--- config.mk ---
export PLATFORM = sky130hd
export DESIGN_NAME = ex_wb_stage
export DESIGN_NICKNAME = d
export VERILOG_FILES = /design/src/rtl/ex_wb_stage.sv
export SDC_FILE = /design/constraint.sdc
export NUM_CORES = 1
export LEC_CHECK = 0
export CAP_MARGIN = 10
export CORE_UTILIZATION = 55
export DETAILED_ROUTE_END_ITERATION = 8
export DONT_BUFFER_PORTS = 1
export GPL_ROUTABILITY_DRIVEN = 0
export PLACE_DENSITY = 0.7
export SKIP_LAST_GASP = 1
export SLEW_MARGIN = 20
export SYNTH_ARGS = -nofsm -noshare
export SYNTH_HDL_FRONTEND = slang
export SYNTH_SLANG_ARGS = --single-unit
--- constraint.sdc ---
create_clock -name i_clk -period 1.9 [get_ports i_clk]
set_input_delay 0.38 -clock i_clk [delete_from_list [all_inputs] [get_ports i_clk]]
set_output_delay 0.38 -clock i_clk [all_outputs]
set_load 0.01 [all_outputs]
--- src/rtl/ex_wb_stage.sv ---
// Execute-to-writeback stage: 2-entry skid buffer holding ALU/shifter results, plus youngest-entry forwarding.
// Latency: one cycle from an accepted push to OutValid with that data; one result per cycle sustained.
// Backpressure: i_in_ready depends only on the registered entry count (and reset); optional flags via EX_WB_FLAGS_EN.
module ex_wb_stage #(
    parameter int WIDTH = 16,
    parameter int RD_W  = 3
) (
    input  logic             i_clk,
    input  logic             i_rst,
    input  logic             i_flush,
    input  logic             i_in_valid,
    output logic             o_in_ready,
    input  logic [WIDTH-1:0] i_in_result,
    input  logic [RD_W-1:0]  i_in_rd,
    input  logic             i_in_write_en,
    output logic             o_out_valid,
    input  logic             i_out_ready,
    output logic [WIDTH-1:0] o_out_result,
    output logic [RD_W-1:0]  o_out_rd,
    output logic             o_out_write_en,
    output logic             o_out_zero,
    output logic             o_out_neg,
    output logic             o_fwd_valid,
    output logic [RD_W-1:0]  o_fwd_rd,
    output logic [WIDTH-1:0] o_fwd_result
);

    // Entry storage, indexed by the 1-bit head/tail pointers.
    logic [WIDTH-1:0] r_result [2];
    logic [RD_W-1:0]  r_rd     [2];
    logic             r_we     [2];
    logic             r_head;
    logic             r_tail;
    logic [1:0]       r_count;

    logic             w_push;
    logic             w_pop;
    logic             w_young;

    // Ready never looks at i_out_ready, so there is no combinational path from writeback back to execute.
    assign o_in_ready  = !i_rst && (r_count != 2'd2);
    assign o_out_valid = (r_count != 2'd0);
    assign w_push      = i_in_valid && o_in_ready;
    assign w_pop       = o_out_valid && i_out_ready;
    // Youngest entry sits one slot behind the tail (mod 2).
    assign w_young     = ~r_tail;

    assign o_out_result   = r_result[r_head];
    assign o_out_rd       = r_rd[r_head];
    assign o_out_write_en = r_we[r_head];

    assign o_fwd_valid  = o_out_valid && r_we[w_young];
    assign o_fwd_rd     = r_rd[w_young];
    assign o_fwd_result = r_result[w_young];

    // Pointer and occupancy update; reset beats flush, flush drops everything including this cycle's push.
    always_ff @(posedge i_clk) begin
        if (i_rst || i_flush) begin
            r_head  <= 1'b0;
            r_tail  <= 1'b0;
            r_count <= 2'd0;
        end else begin
            if (w_push) r_tail <= ~r_tail;
            if (w_pop)  r_head <= ~r_head;
            if (w_push && !w_pop)      r_count <= r_count + 2'd1;
            else if (w_pop && !w_push) r_count <= r_count - 2'd1;
        end
    end

    // Payload write at the tail; storage is zeroed on reset so idle outputs read as 0.
    always_ff @(posedge i_clk) begin
        if (i_rst) begin
            for (int i = 0; i < 2; i++) begin
                r_result[i] <= '0;
                r_rd[i]     <= '0;
                r_we[i]     <= 1'b0;
            end
        end else if (w_push && !i_flush) begin
            r_result[r_tail] <= i_in_result;
            r_rd[r_tail]     <= i_in_rd;
            r_we[r_tail]     <= i_in_write_en;
        end
    end

`ifdef EX_WB_FLAGS_EN
    logic r_zero [2];
    logic r_neg  [2];

    // Flags are computed once from the incoming result and travel with the entry.
    always_ff @(posedge i_clk) begin
        if (i_rst) begin
            for (int i = 0; i < 2; i++) begin
                r_zero[i] <= 1'b0;
                r_neg[i]  <= 1'b0;
            end
        end else if (w_push && !i_flush) begin
            r_zero[r_tail] <= (i_in_result == '0);
            r_neg[r_tail]  <= i_in_result[WIDTH-1];
        end
    end

    assign o_out_zero = r_zero[r_head];
    assign o_out_neg  = r_neg[r_head];
`else
    assign o_out_zero = 1'b0;
    assign o_out_neg  = 1'b0;
`endif

endmodule

==> tab_implementation.tex <==
\begin{tabular}{lr}
\hline
Metric & Value \\
\hline
\multicolumn{2}{l}{\textbf{Route}} \\
Highest Signal Layer & met4 \\
Number of nets still failing antenna checks after routing & 0 \\
Wirelength per Cell & 18.0 um \\
Iteration-0 DRC count of the detailed router & 77 \\
DR DRC count & 0 \\
Met2 routed WL & 1910 um \\
Pre-Repair DR Iteration Count & 4 \\
Routed via count divided by cell count & 5.71 \\
Met3 Wirelength & 350 um \\
M1 WL & 1540 um \\
Via count & 1223 \\
Total wirelength of the detailed-routed design & 3860 um \\
\multicolumn{2}{l}{\textbf{GRT}} \\
Via count of the first global-routing pass & 1262 \\
Overall routing resource usage & 19.2\% \\
Antenna violations before repair & 0 \\
GRT overflow & 0 \\
Global-route wire length before repair & 5960 um \\
Maximum number of pins on one net before global-route repair & 22 \\
\multicolumn{2}{l}{\textbf{Timing}} \\
Post-layout min period & 1780 ps \\
Actual slew at the worst max-slew pin & 514 ps \\
Number of setup violations in the final report & 0 \\
Final Max Tran Viols & 0 \\
Number of endpoints with negative hold slack in the final report & 0 \\
Worst clock skew & 8.58 ps \\
Maximum frequency from static timing analysis & 561 MHz \\
Post-route setup TNS & 0 ps \\
Final period utilization & 93.8\% \\
Final Worst Setup Slack & 118 ps \\
Relative slew slack & 65.8\% \\
Setup repair after global routing missed its margin & false \\
\multicolumn{2}{l}{\textbf{Critical path}} \\
Crit-path max FO & 13 \\
Critical path endpoint & o\_fwd\_result[15] \\
Worst setup path start & r\_tail \\
Register-to-register setup slack & 130 ps \\
Number of cells traversed by the worst register-to-register path & 5 \\
Setup CP Type & flop to output pin \\
Worst path arrival time & 1400 ps \\
Beginning of the worst register-to-register path & r\_count[1] \\
Critical Path End Type & output pin \\
RR Endpoint & r\_count[1] \\
CP startpoint kind & flop \\
Required time at the endpoint of the critical path & 1520 ps \\
\multicolumn{2}{l}{\textbf{Clock network}} \\
Num Clock Sinks & 45 \\
TritonCTS clock tree & built \\
Buffer type at the clock tree root & sky130\_fd\_sc\_hd\_\_clkbuf\_8 \\
Post-CTS setup buffer count & 0 \\
Register clock-pin slew on the reported worst setup and hold paths & 70 ps \\
Number of gates given a new drive strength after cts & 0 \\
Maximum count of clock buffers along a single path & 2 \\
Clock insertion delay at the later pin of the skew report & 290 ps \\
TritonCTS Buffers & 5 \\
Level count of the clock H-tree & 2 \\
Hold-fix buffers, CTS & 0 \\
\multicolumn{2}{l}{\textbf{Final layout}} \\
Final core occ & 63.5\% \\
Area growth syn-to-layout & 6.52\% \\
N\_diodes & 0 \\
Nets & 191 \\
Fillers & 261 \\
Share of post-route cells with drive strength above 1 & 34.3\% \\
\multicolumn{2}{l}{\textbf{Pwr}} \\
Total design power & 0.00205 W \\
Max IR drop VDD & 0.000426 V \\
Leakage power figure & 0.908 nW \\
Areal power density over the cells & 848 nW/um\^{}2 \\
\multicolumn{2}{l}{\textbf{Placed design}} \\
Number of port buffers & 0 \\
HPWL after DPL & 2620 um \\
Placement Setup Slack & 159 ps \\
\multicolumn{2}{l}{\textbf{Synth}} \\
EDFF count, synth & 40 \\
Area contributors post-synth & sky130\_fd\_sc\_hd\_\_edfxtp\_1 53\%, sky130\_fd\_sc\_hd\_\_mux2\_2 19\%, sky130\_fd\_sc\_hd\_\_and2\_1 11\%, sky130\_fd\_sc\_hd\_\_dfxtp\_1 4.4\%, sky130\_fd\_sc\_hd\_\_buf\_2 1.3\% \\
Commonest cells in the netlist & 40 x sky130\_fd\_sc\_hd\_\_and2\_1, 40 x sky130\_fd\_sc\_hd\_\_edfxtp\_1, 39 x sky130\_fd\_sc\_hd\_\_mux2\_2, 6 x sky130\_fd\_sc\_hd\_\_buf\_2 \\
Number of distinct library cells after synthesis & 24 \\
Most frequently used flop master after synthesis & sky130\_fd\_sc\_hd\_\_edfxtp\_1 \\
Share of the synthesized area in the top cell type & 53.1\% \\
Cell taking the most area after synthesis & sky130\_fd\_sc\_hd\_\_edfxtp\_1 \\
Mapped Area & 2260 sq um \\
Fraction of registers with async set/reset & 0\% \\
Mean post-synth cell area & 14.1 sq um \\
Total of warnings raised by yosys & 0 \\
Flip-flop and latch count after synthesis & 45 \\
Post-synthesis sequential area ratio & 57.5\% \\
Cells after Synth & 161 \\
\multicolumn{2}{l}{\textbf{Job}} \\
Number of max-cap violations & 0 \\
\multicolumn{2}{l}{\textbf{Die}} \\
Std-Cell Core Area & 3800 sq um \\
Initial core utilization & 59.6\% \\
Total number of placement rows & 22 \\
Die Y & 66.2 um \\
Number of primary I/O pins & 69 \\
Floorplan die width & 66.2 um \\
Die outline area & 4380 sq um \\
\multicolumn{2}{l}{\textbf{Min path}} \\
Min-delay worst type & primary input to flop \\
\multicolumn{2}{l}{\textbf{Status}} \\
Outcome & finished clean \\
\hline
\end{tabular}
-- registers in the layout, indices dropped and copies added, names as in the netlist, named ones only --
name,cells
r_head,1
r_tail,1
r_rd,6
r_count,2
r_we,2
r_result,32
-- routing by layer --
layer | track usage [%] | up-vias
met3 | 6.38 | 6
li1 | - | 572
met2 | 33.7 | 51
met4 | 8.51 | 0
met1 | 20.9 | 594
met5 | 0 | -
-- stage by stage --
step           hold slack (ps)  std cells  instance area [sq um]
3_3_place_gp               462        206                   2300
3_5_place_dp               462        206                   2300
4_1_cts                    152        214                   2410
5_1_grt                    146        214                   2410
2_1_floorplan              457        162                   2270
6_report                   162        214                   2410
-- final cells by class --
type / count / area [sq um] / area share [%]
Sequential cell: 45 / 1300 / 54.0
Tap cell: 48 / 60.1 / 2.49
Clock buffer: 6 / 72.6 / 3.01
Inverter: 1 / 3.75 / 0.156
Timing Repair Buffer: 6 / 45.0 / 1.87
Clock inverter: 2 / 33.8 / 1.40
Multi-Input combinational cell: 106 / 895 / 37.1
-- layout by cell type, fill, tap and decap left out, types with 2 or more instances in the layout --
cell / count
sky130_fd_sc_hd__nor3_1: 3
sky130_fd_sc_hd__dfxtp_1: 5
sky130_fd_sc_hd__o21ai_0: 2
sky130_fd_sc_hd__mux2_2: 39
sky130_fd_sc_hd__conb_1: 2
sky130_fd_sc_hd__xor2_1: 3
sky130_fd_sc_hd__edfxtp_1: 40
sky130_fd_sc_hd__and2_1: 40
sky130_fd_sc_hd__nor2_1: 5
sky130_fd_sc_hd__or2_2: 2
sky130_fd_sc_hd__clkbuf_8: 5
sky130_fd_sc_hd__buf_4: 6
-- critical path: stages, from the launching register on --
cell and delay, ps:
sky130_fd_sc_hd__dfxtp_1 450, sky130_fd_sc_hd__buf_4 270, sky130_fd_sc_hd__mux2_2 400
-- worst min path at each step --
stage	from	cells after the start	endpoint
global route	i_flush	1	r_count[0]
detailed placement	i_flush	1	r_count[0]
floorplan	i_flush	1	flop
CTS	i_flush	1	r_count[0]
finish	i_flush	1	r_count[0]
global placement	i_flush	1	r_count[0]
-- power by group --
group          leakage [nW]  switching (W)  internal (W)
clock                0.0528       0.000294      0.000388
combinational         0.398       0.000122     0.0000871
sequential            0.457      0.0000264       0.00113
-- cell families (layout without fill, tap and decap cells) --
| logic type | Yosys count | after routing | share of synthesized area, % |
|---|---|---|---|
| AOI/OAI and AO/OA | 4 | 4 | 1.11 |
| xor gates and xnor gates | 3 | 3 | 1.16 |
| adders and majority gates | 1 | 1 | 0.553 |
| buffers and inverters | 11 | 15 | 3.15 |
| DFF | 45 | 45 | 57.5 |
| muxes | 40 | 40 | 19.8 |
| other | 1 | 2 | 0.166 |
| and+or+nand+nor | 56 | 56 | 16.5 |
Note: power is estimated with default switching activity, not from simulation.
